--- src/rtl/mem_port_arbiter.sv ---
// Shares one memory port between instruction fetch and load/store.
// ARB_RR_EN selects round-robin arbitration instead of LS priority with a streak guard.
module mem_port_arbiter #(
  parameter int AW            = 32,
  parameter int DW            = 32,
  parameter int MAX_LS_STREAK = 4
) (
  input  logic            clk,
  input  logic            rst,
  input  logic            if_req,
  input  logic [AW-1:0]   if_addr,
  output logic            if_gnt,
  output logic            if_rvalid,
  input  logic            ls_req,
  input  logic [AW-1:0]   ls_addr,
  input  logic            ls_we,
  input  logic [DW/8-1:0] ls_be,
  input  logic [DW-1:0]   ls_wdata,
  output logic            ls_gnt,
  output logic            ls_rvalid,
  output logic [DW-1:0]   rdata,
  output logic            sel,
  output logic            mem_req,
  output logic [AW-1:0]   mem_addr,
  output logic            mem_we,
  output logic [DW/8-1:0] mem_be,
  output logic [DW-1:0]   mem_wdata,
  input  logic            mem_ready,
  input  logic            mem_rvalid,
  input  logic [DW-1:0]   mem_rdata
);

  localparam logic [1:0] IDLE = 2'd0;
  localparam logic [1:0] REQ  = 2'd1;
  localparam logic [1:0] WAIT = 2'd2;

  logic [1:0] state;
  logic       arb;
  logic       win_ls;
  logic       win_if;
  logic       resp;

  assign arb    = (state == IDLE) & (if_req | ls_req);
  assign win_if = if_req & ~win_ls;

`ifdef ARB_RR_EN
  logic last_ls;

  assign win_ls = ls_req & (~if_req | ~last_ls);

  always_ff @(posedge clk or posedge rst) begin
    if (rst) begin
      last_ls <= 1'b1;
    end else if (arb) begin
      last_ls <= win_ls;
    end
  end
`else
  localparam int SW = $clog2(MAX_LS_STREAK + 1);

  logic [SW-1:0] streak;

  assign win_ls = ls_req &
    (~if_req | (streak != SW'(MAX_LS_STREAK)));

  // streak only counts LS wins that kept a pending IF waiting
  always_ff @(posedge clk or posedge rst) begin
    if (rst) begin
      streak <= '0;
    end else if (!if_req) begin
      streak <= '0;
    end else if (arb && win_if) begin
      streak <= '0;
    end else if (arb && win_ls) begin
      streak <= streak + 1'b1;
    end
  end
`endif

  always_ff @(posedge clk or posedge rst) begin
    if (rst) begin
      state     <= IDLE;
      sel       <= 1'b0;
      if_gnt    <= 1'b0;
      ls_gnt    <= 1'b0;
      mem_addr  <= '0;
      mem_we    <= 1'b0;
      mem_be    <= '0;
      mem_wdata <= '0;
    end else begin
      if_gnt <= 1'b0;
      ls_gnt <= 1'b0;
      unique case (state)
        IDLE: begin
          if (arb) begin
            state  <= REQ;
            sel    <= win_ls;
            if_gnt <= win_if;
            ls_gnt <= win_ls;
            if (win_ls) begin
              mem_addr  <= ls_addr;
              mem_we    <= ls_we;
              mem_be    <= ls_be;
              mem_wdata <= ls_wdata;
            end else begin
              mem_addr  <= if_addr;
              mem_we    <= 1'b0;
              mem_be    <= '1;
              mem_wdata <= '0;
            end
          end
        end
        REQ: begin
          if (mem_ready) begin
            state <= mem_rvalid ? IDLE : WAIT;
          end
        end
        WAIT: begin
          if (mem_rvalid) begin
            state <= IDLE;
          end
        end
        default: state <= IDLE;
      endcase
    end
  end

  // a response in the accept cycle is taken as accept plus response
  assign resp = mem_rvalid &
    ((state == WAIT) | ((state == REQ) & mem_ready));

  assign mem_req   = (state == REQ);
  assign if_rvalid = resp & ~sel;
  assign ls_rvalid = resp & sel;
  assign rdata     = mem_rdata;

endmodule

--- config.mk ---
export PLATFORM = sky130hd
export DESIGN_NAME = mem_port_arbiter
export DESIGN_NICKNAME = d
export VERILOG_FILES = /design/src/rtl/mem_port_arbiter.sv
export SDC_FILE = /design/constraint.sdc
export NUM_CORES = 1
export LEC_CHECK = 0
export ABC_AREA = 0
export BUFFER_PORTS_ARGS = -buffer_cell sky130_fd_sc_hd__buf_2
export CAP_MARGIN = 30
export CORE_MARGIN = 2
export CORE_UTILIZATION = 28
export DETAILED_ROUTE_END_ITERATION = 6
export REMOVE_ABC_BUFFERS = 1
export SLEW_MARGIN = 25
export SYNTH_ARGS = -nofsm -noshare
export SYNTH_HDL_FRONTEND = slang
export SYNTH_SLANG_ARGS = --single-unit
--- constraint.sdc ---
create_clock -name clk -period 2.63 [get_ports clk]
set_clock_uncertainty 0.15 [all_clocks]
set_input_delay 0.1315 -clock clk [delete_from_list [all_inputs] [get_ports clk]]
set_output_delay 0.1315 -clock clk [all_outputs]
set_load 0.02 [all_outputs]
==> results.md, run 1 <==
- P_leak: 2.90 nW
- Hold Violations, Final: 0
- HP Class: primary input to register
- DR pass1 iterations: 4
- IR drop worst, VDD: 0.393 mV
- Layout cells sized above 1: 0.408
- Cell Rows: 42
- Post-synth EDFFs: 0
- Critical-path cell list: inv_1 -> ha_1 -> nand3_2 -> buf_4 -> nand3_1 -> inv_2 -> a22o_1
- Core box area: 13300 um^2
- Gpl congestion: 0.762
- Clk_lat worst skew: 330 ps
- Storage cell area: 1930 um^2
- Detail Placement HPWL: 8.44 mm
- DRC violation count after routing: 0
- Slew Limit Fails: 0
- Final nets: 726
- Slowest cell delay on critical path: 510 ps
- Design area: 6040 um^2
- Max Root-Sink Buffers: 2
- Setup crit start kind: register
- Critical-path maximum fanout: 35
- Synthesized area: 3820 um^2
- Number of global-route vias before repair: 3912
- RSZ-0062 raised after global routing: false
- CTS root buffer: clkbuf_16
- Total track usage: 0.186
- Antenna violations before repair: 0
- Outcome: finished, final reports clean
- Achievable Freq: 437 MHz
- Number of DRC markers in iteration 0: 228
- Final Critical Period: 2290 ps
- Count of maximum capacitance violations: 0
- Library cells used by synthesis: 32
- CTS resizes: 0
- Die Wd: 121 um
- Post-Place Cell Area: 4620 um^2
- WHS: 36.1 ps
- Final total power: 0.00631 W
- Synth warn: 0
- DR vias/cell: 4.96
- Post-route insts no fill: 766
- Seq/Total Area, Yosys: 0.504
- Area leader, netlist: dfrtp_1
- Fin crit share: 0.871
- Top-count cell post-synth: dfrtp_1
- CP max stage cell: inv_2
- Async set or reset register ratio after synthesis: 1.00
- Cells after Synth: 341
- Clk pin slew, worst setup/hold paths: 60 ps
- Layout fillers: 1202
- N_diodes: 0
- Slew @ Worst Pin: 664 ps
- Largest cells by area after synthesis: dfrtp_1 (50%), o221ai_2 (12%), a22o_1 (7.6%)
- Vias: 3803
- #FFs+latches synth: 77
- Mean Syn Cell Area: 11.2 um^2
- Placed insts: 642
- I/O Buffers: 181
- CTS Buf Count: 9
- Crit end category: register
- Worst slew margin: 0.557
- Synth top area share: 0.504
- Multi-input gate area: 1350 um^2
- Aggregate global routing overflow: 0
- Post-CTS Setup Inserts: 0
- Setup violations, final: 0
- WP data arrival: 2400 ps
- Commonest cells post-synth: dfrtp_1 (77), inv_1 (36), a22o_1 (33), nand3_1 (33), nand4_1 (33)
- Final core occ: 0.454
- Power per standard cell area: 1040 nW/um^2
- Die Y: 121 um
- Die area: 14600 um^2
- CTS tree: yes
- Largest net degree at the start of global routing: 45
- Crit path kind: register to register
- Starting Density: 0.288
- # IOs: 246
- Avg WL per Cell: 17.8 um
- Worst EP required: 2740 ps
- Total clock sinks: 77
- Most used flip-flop cell after synthesis: dfrtp_1
- Area grow syn2layout: 57.8%
- First-pass GRT wire length: 20.7 mm
- Routed WL: 13.6 mm
- Antenna Nets Post-Route: 0
- H-tree levels: 3
timing repair:
action	in CTS	in global routing
hold buffers	107	0
endpoints found under the setup margin	0	0
endpoints found under the hold margin	109	0
cell type report:
cell class	count	area share
repair buffers	297	0.343
clock inverters	4	0.0116
multi-input cells	163	0.224
clock buffers	12	0.0425
flip-flops and latches	77	0.319
inverters	37	0.0232
well taps	176	0.0365
metal layers:
metal  track usage  routed length, um
met1         0.222               5370
met2         0.298               6480
met3        0.0799               1580
met4        0.0618                197
met5        0.0147                  0
power by group:
| group | switching, W | internal [W] |
|---|---|---|
| Sequential | 0.000309 | 0.00170 |
| Clock | 0.000471 | 0.000880 |
| Combinational | 0.00176 | 0.00118 |
critical path, delay by kind of cell, from the launching register on:
kind,cells,cell delay (ps)
AND/OR/NAND/NOR,2,350
buffers and inverters,3,850
AO/OA/AOI/OAI,1,230
flip-flops,1,370
adder cells (fa/ha/maj),1,230
flip-flops by register name, indices dropped and copies added, names as in the netlist:
register / count
streak: 3
mem_addr: 32
ls_gnt: 1
mem_we: 1
state: 2
mem_wdata: 32
mem_be: 4
sel: 1
if_gnt: 1
per-stage QoR:
| stage | setup TNS (ps) | worst slack [ps] |
|---|---|---|
| 3_3_place_gp | 0 | 457 |
| 4_1_cts | 0 | 16.0 |
| 5_1_grt | 0 | 152 |
| 6_report | 0 | 340 |
| 3_5_place_dp | 0 | 348 |
| 2_1_floorplan | -37540 | -825 |
final timing paths:
kind | start | to | slack, ps | cells past startpoint
worst min-delay path | ls_req | mem_addr[14] | 40 | 3
max in group asynchronous | rst | mem_wdata[18] | 1380 | 4
worst min register to register | mem_wdata[19] | mem_wdata[19] | 350 | 1
worst max-delay path | streak[0] | mem_wdata[22] | 340 | 7
worst max register to register | streak[0] | mem_wdata[22] | 340 | 7
min in group asynchronous | rst | mem_addr[14] | 290 | 3
placed cells by master, fill, tap and decap left out, types with 2 or more instances in the layout:
cell           count
buf_2            181
dlygate4sd3_1    107
dfrtp_1           77
inv_1             35
nand3_1           33
nand4_1           33
a22o_1            33
o221ai_2          30
clkbuf_16          9
buf_4              7
nand2_1            4
o21ai_0            4
o22a_1             4
clkinv_2           3
a21boi_0           2
nor3b_1            2
nor2_1             2
o221ai_1           2
ha_1               2
clkbuf_8           2
bufinv_16          2
buf_12             2
logic make-up after synthesis:
family / after synthesis / synth area share
and+or+nand+nor: 83 / 0.125
DFF: 77 / 0.504
adders and majority gates: 2 / 0.00654
buffers and inverters: 101 / 0.144
AOI/OAI and AO/OA: 78 / 0.221
Note: power is estimated with default switching activity, not from simulation.
==> run 2: changes to the inputs <==
--- a/config.mk
+++ b/config.mk
@@ -9,8 +9,9 @@
 export BUFFER_PORTS_ARGS = -buffer_cell sky130_fd_sc_hd__buf_2
 export CAP_MARGIN = 30
 export CORE_MARGIN = 2
-export CORE_UTILIZATION = 28
+export CORE_UTILIZATION = 43
 export DETAILED_ROUTE_END_ITERATION = 6
+export PLACE_DENSITY = 0.78
 export REMOVE_ABC_BUFFERS = 1
 export SLEW_MARGIN = 25
 export SYNTH_ARGS = -nofsm -noshare
==> results.md, run 2 (synthesized netlist as in run 1, its figures left out) <==
- DRC violation count after routing: 0
- Final total power: 0.00606 W
- Core box area: 8680 um^2
- Largest net degree at the start of global routing: 44
- Clk_lat worst skew: 340 ps
- Number of DRC markers in iteration 0: 201
- Count of maximum capacitance violations: 0
- HP Class: primary input to primary output
- Total clock sinks: 77
- Die area: 9670 um^2
- Critical-path maximum fanout: 33
- Die Wd: 98.3 um
- CTS root buffer: clkbuf_8
- Hold_sp: mem_rdata[4]
- FF-to-FF setup slack: 290 ps
- Detail Placement HPWL: 8.01 mm
- Slew Limit Fails: 0
- Clock network power share: 0.182
- Max Root-Sink Buffers: 2
- Reg power frac: 0.333
- Aggregate global routing overflow: 0
- Hold Violations, Final: 0
- Die Y: 98.3 um
- Antenna violations before repair: 0
- Layout cells sized above 1: 0.407
- Internal: 0.00353 W
- RSZ-0062 raised after global routing: false
- Gpl congestion: 0.749
- Worst slew margin: 0.354
- Antenna Nets Post-Route: 0
- Cell Rows: 34
- H-tree levels: 3
- Slew @ Worst Pin: 969 ps
- Achievable Freq: 428 MHz
- Commonest non-fill, non-tap cell in the layout: buf_2
- Top Registers: mem_addr (32), mem_wdata (32), mem_be (4)
- Commonest cells after routing, fill and taps aside: buf_2 (181), dlygate4sd3_1 (107), dfrtp_1 (77)
- I/O Buffers: 181
- DR pass1 iterations: 5
- Power per standard cell area: 1040 nW/um^2
- CTS Buf Count: 9
- Placed insts: 574
- Worst Hold Endpoint: rdata[4]
- CTS tree: yes
- Reg2reg path depth: 5
- Hold depth: 0
- N_diodes: 0
- Starting Density: 0.441
- Gate power share: 0.486
- Net Sw Power: 0.00253 W
- Total track usage: 0.283
- Area grow syn2layout: 52.7%
- P_leak: 2.85 nW
- Worst EP required: 2650 ps
- WP data arrival: 2360 ps
- Setup crit start kind: register
- Routed WL: 13.7 mm
- Fin crit share: 0.889
- Final Critical Period: 2340 ps
- DR vias/cell: 5.41
- Number of global-route vias before repair: 3986
- Crit Reg-Reg Endpoint: mem_addr[10]
- Avg WL per Cell: 19.6 um
- Setup violations, final: 0
- Vias: 3771
- # IOs: 246
- Crit path kind: register to register
- Net Sw Frac: 0.418
- Outcome: finished, final reports clean
- Final nets: 725
- Clk pin slew, worst setup/hold paths: 70 ps
- First-pass GRT wire length: 21.2 mm
- Post-route insts no fill: 697
- Crit end category: register
- Worst r2r src: streak[0]
- IR drop worst, VDD: 0.429 mV
## run 2: changes by cell type in the layout (fill, tap and decap cells not counted)
cell,delta
clkinv_4,+2
clkbuf_8,+8
clkbuf_16,-9
buf_12,-2
clkinv_2,-2
bufinv_16,+1
buf_4,+1
## run 2: cell type report
class,instances,area (um^2)
inverters,37,140
well taps,108,135
flip-flops and latches,77,1930
fillers,620,2840
clock inverters,5,108
multi-input cells,163,1350
clock buffers,11,141
repair buffers,296,2040
## run 2: critical path, cell delays in order (launching register included)
cell      delay [ps]
dfrtp_1          380
inv_1             70
ha_1             220
nand3_2          250
and2_2           840
o221ai_1         220
## run 2: worst max-delay path by stage
stage / start / to / slack (ps) / cells after the start
after floorplan: state[0] / mem_wdata[0] / -830 / 3
after global placement: streak[0] / mem_addr[10] / 410 / 5
after detailed placement: streak[0] / mem_addr[10] / 280 / 5
after CTS: streak[0] / mem_addr[21] / 290 / 7
after global routing: streak[0] / mem_addr[21] / 150 / 7
final: streak[0] / mem_addr[10] / 290 / 5
## run 2: power groups by stage
stage / Combinational (W) / Clock, W / Sequential [W]
after floorplan: 0.00123 / 0 / 0.00260
after global placement: 0.00273 / 0 / 0.00199
after detailed placement: 0.00278 / 0 / 0.00201
after CTS: 0.00292 / 0.00113 / 0.00199
after global routing: 0.00317 / 0.00117 / 0.00207
final: 0.00295 / 0.00110 / 0.00202
## run 2: what timing repair did
action                    4_1_cts  5_1_grt
hold endpoints to repair       98        0
hold buffers                  107        0
resized for setup               0        0
setup buffers                   0        0
## run 2: stage by stage
| step | instance area (um^2) | utilization | hold WS (ps) | setup WS, ps | setup TNS [ps] |
|---|---|---|---|---|---|
| after floorplan | 3410 | - | 47.9 | -825 | -37540 |
| after global placement | 4520 | 0.521 | -8.83 | 407 | 0 |
| after detailed placement | 4520 | 0.521 | -7.29 | 284 | 0 |
| after CTS | 5840 | 0.673 | 113 | 291 | 0 |
| after global routing | 5840 | 0.673 | 113 | 149 | 0 |
| final | 5840 | 0.673 | 113 | 292 | 0 |
## run 2: per-layer routing
metal  global-route usage  part of all wire  up-vias
met2                0.450              0.46      226
li1                     -                 -     1708
met3                0.127              0.12       26
met1                0.343              0.40     1811
met4               0.0906             0.021        0
met5               0.0359                 0        -
==> run 3: changes to the inputs <==
--- a/config.mk
+++ b/config.mk
@@ -8,6 +8,7 @@
 export ABC_AREA = 0
 export BUFFER_PORTS_ARGS = -buffer_cell sky130_fd_sc_hd__buf_2
 export CAP_MARGIN = 30
+export CORE_ASPECT_RATIO = 1.2
 export CORE_MARGIN = 2
 export CORE_UTILIZATION = 43
 export DETAILED_ROUTE_END_ITERATION = 6
==> results.md, run 3 (synthesized netlist as in run 1, its figures left out) <==
- Antenna violations before repair: 0
- Die area: 9670 um^2
- Aggregate global routing overflow: 0
- Hold Violations, Final: 0
- Achievable Freq: 400 MHz
- Crit end category: register
- Layout cells sized above 1: 0.409
- RSZ-0062 raised after global routing: false
- Commonest cells after routing, fill and taps aside: buf_2 (181), dlygate4sd3_1 (106), dfrtp_1 (77)
- Kind of cell adding the most delay to the critical path: buffers and inverters
- Count of maximum capacitance violations: 0
- DRC violation count after routing: 0
- WP data arrival: 2580 ps
- Worst EP required: 2710 ps
- Top Registers: mem_addr (32), mem_wdata (32), mem_be (4)
- Slew Limit Fails: 0
- N_diodes: 0
- IR drop worst, VDD: 0.418 mV
- Crit-path most repeated cell: dlygate4sd3_1
- Slew @ Worst Pin: 617 ps
- Starting Density: 0.444
- Worst slew margin: 0.588
- Multi-input gate area: 1360 um^2
- Antenna Nets Post-Route: 0
- Setup TNS: 0 ps
- Cell Rows: 37
- Total clock sinks: 77
- Outcome: finished, final reports clean
- # IOs: 246
- Number of global-route vias before repair: 4020
- Worst path bufs/invs: 4
- Max Root-Sink Buffers: 2
- DR pass1 iterations: 5
- Die Y: 107 um
- Post-CTS Setup Inserts: 0
- Final Critical Period: 2500 ps
- Largest net degree at the start of global routing: 44
- Number of DRC markers in iteration 0: 214
- Setup crit start kind: primary input
- Slowest cell delay on critical path: 580 ps
- DR vias/cell: 5.48
- CTS root buffer: clkbuf_8
- Die Wd: 90.1 um
- Total track usage: 0.301
- Final nets: 726
- HP Class: primary input to register
- Fin crit share: 0.950
- H-tree levels: 3
- Vias: 3867
- Commonest non-fill, non-tap cell in the layout: buf_2
- CP max stage cell: dlygate4sd3_1
- Clk pin slew, worst setup/hold paths: 70 ps
- Gpl congestion: 0.748
- P_leak: 2.83 nW
- Routed WL: 14.3 mm
- Clk_lat worst skew: 340 ps
- Crit path kind: primary input to register
- Storage cell area: 1930 um^2
- Setup violations, final: 0
- I/O Buffers: 181
- Layout fillers: 636
- CTS Buf Count: 9
- First-pass GRT wire length: 22.3 mm
- Detail Placement HPWL: 8.86 mm
- Critical-path maximum fanout: 36
- CTS tree: yes
- Critical-path cell list: dlygate4sd3_1 -> buf_2 -> or2_1 -> buf_4 -> and2_4 -> o221ai_1 -> dlygate4sd3_1
- Final core occ: 0.672
- Power per standard cell area: 1040 nW/um^2
- Core box area: 8610 um^2
- Area grow syn2layout: 51.4%
- Avg WL per Cell: 20.2 um
run 3: path summary, 6_finish.rpt:
path,startpoint,end,slack (ps),cells after the start
max,if_req,mem_addr[10],130,7
min,ls_req,streak[1],90,3
max reg2reg,streak[0],mem_addr[26],130,7
min reg2reg,mem_wdata[23],mem_wdata[23],360,1
max in group asynchronous,rst,mem_wdata[2],1440,4
min in group asynchronous,rst,mem_wdata[23],250,3
run 3: timing repair:
item                       CTS  global route
hold endpoints to repair   109             0
setup endpoints to repair    0             9
hold buffers               106             0
resized for setup            0             1
run 3: stage by stage:
| stage | worst slack (ps) | cell area, um^2 | instances | total power [W] | hold slack [ps] |
|---|---|---|---|---|---|
| after CTS | 33.2 | 5790 | 706 | 0.00594 | 89.9 |
| after detailed placement | 454 | 4560 | 585 | 0.00482 | 74.8 |
| final | 131 | 5790 | 706 | 0.00600 | 91.8 |
| after floorplan | -825 | 3410 | 277 | 0.00383 | 47.9 |
| after global routing | 50.3 | 5790 | 706 | 0.00635 | 113 |
| after global placement | 565 | 4560 | 585 | 0.00473 | 72.5 |
run 3: layout make-up:
| cell class | count | area share |
|---|---|---|
| inverter | 37 | 0.0242 |
| timing repair buffer | 297 | 0.355 |
| clock buffer | 11 | 0.0244 |
| sequential | 77 | 0.333 |
| tap | 117 | 0.0253 |
| multi-input combinational | 163 | 0.234 |
| clock inverter | 4 | 0.00432 |
run 3: layer usage:
metal  global-route usage  part of all wire
met5                0.106            0.0085
met1                0.341              0.37
met2                0.489              0.48
met4               0.0714             0.015
met3                0.165              0.13
run 3: worst register-to-register path, stage by stage (launching register included):
cell and delay (ps):
dfrtp_1 400, inv_1 90, ha_1 190, nand3_2 310, and2_4 370, buf_4 210
o221ai_2 150, dlygate4sd3_1 570
run 3: power breakdown:
group | total [W] | internal (W) | switching [W]
sequential | 0.00202 | 0.00170 | 0.000317
combinational | 0.00320 | 0.00136 | 0.00184
clock | 0.000784 | 0.000360 | 0.000424
total | 0.00600 | 0.00342 | 0.00258
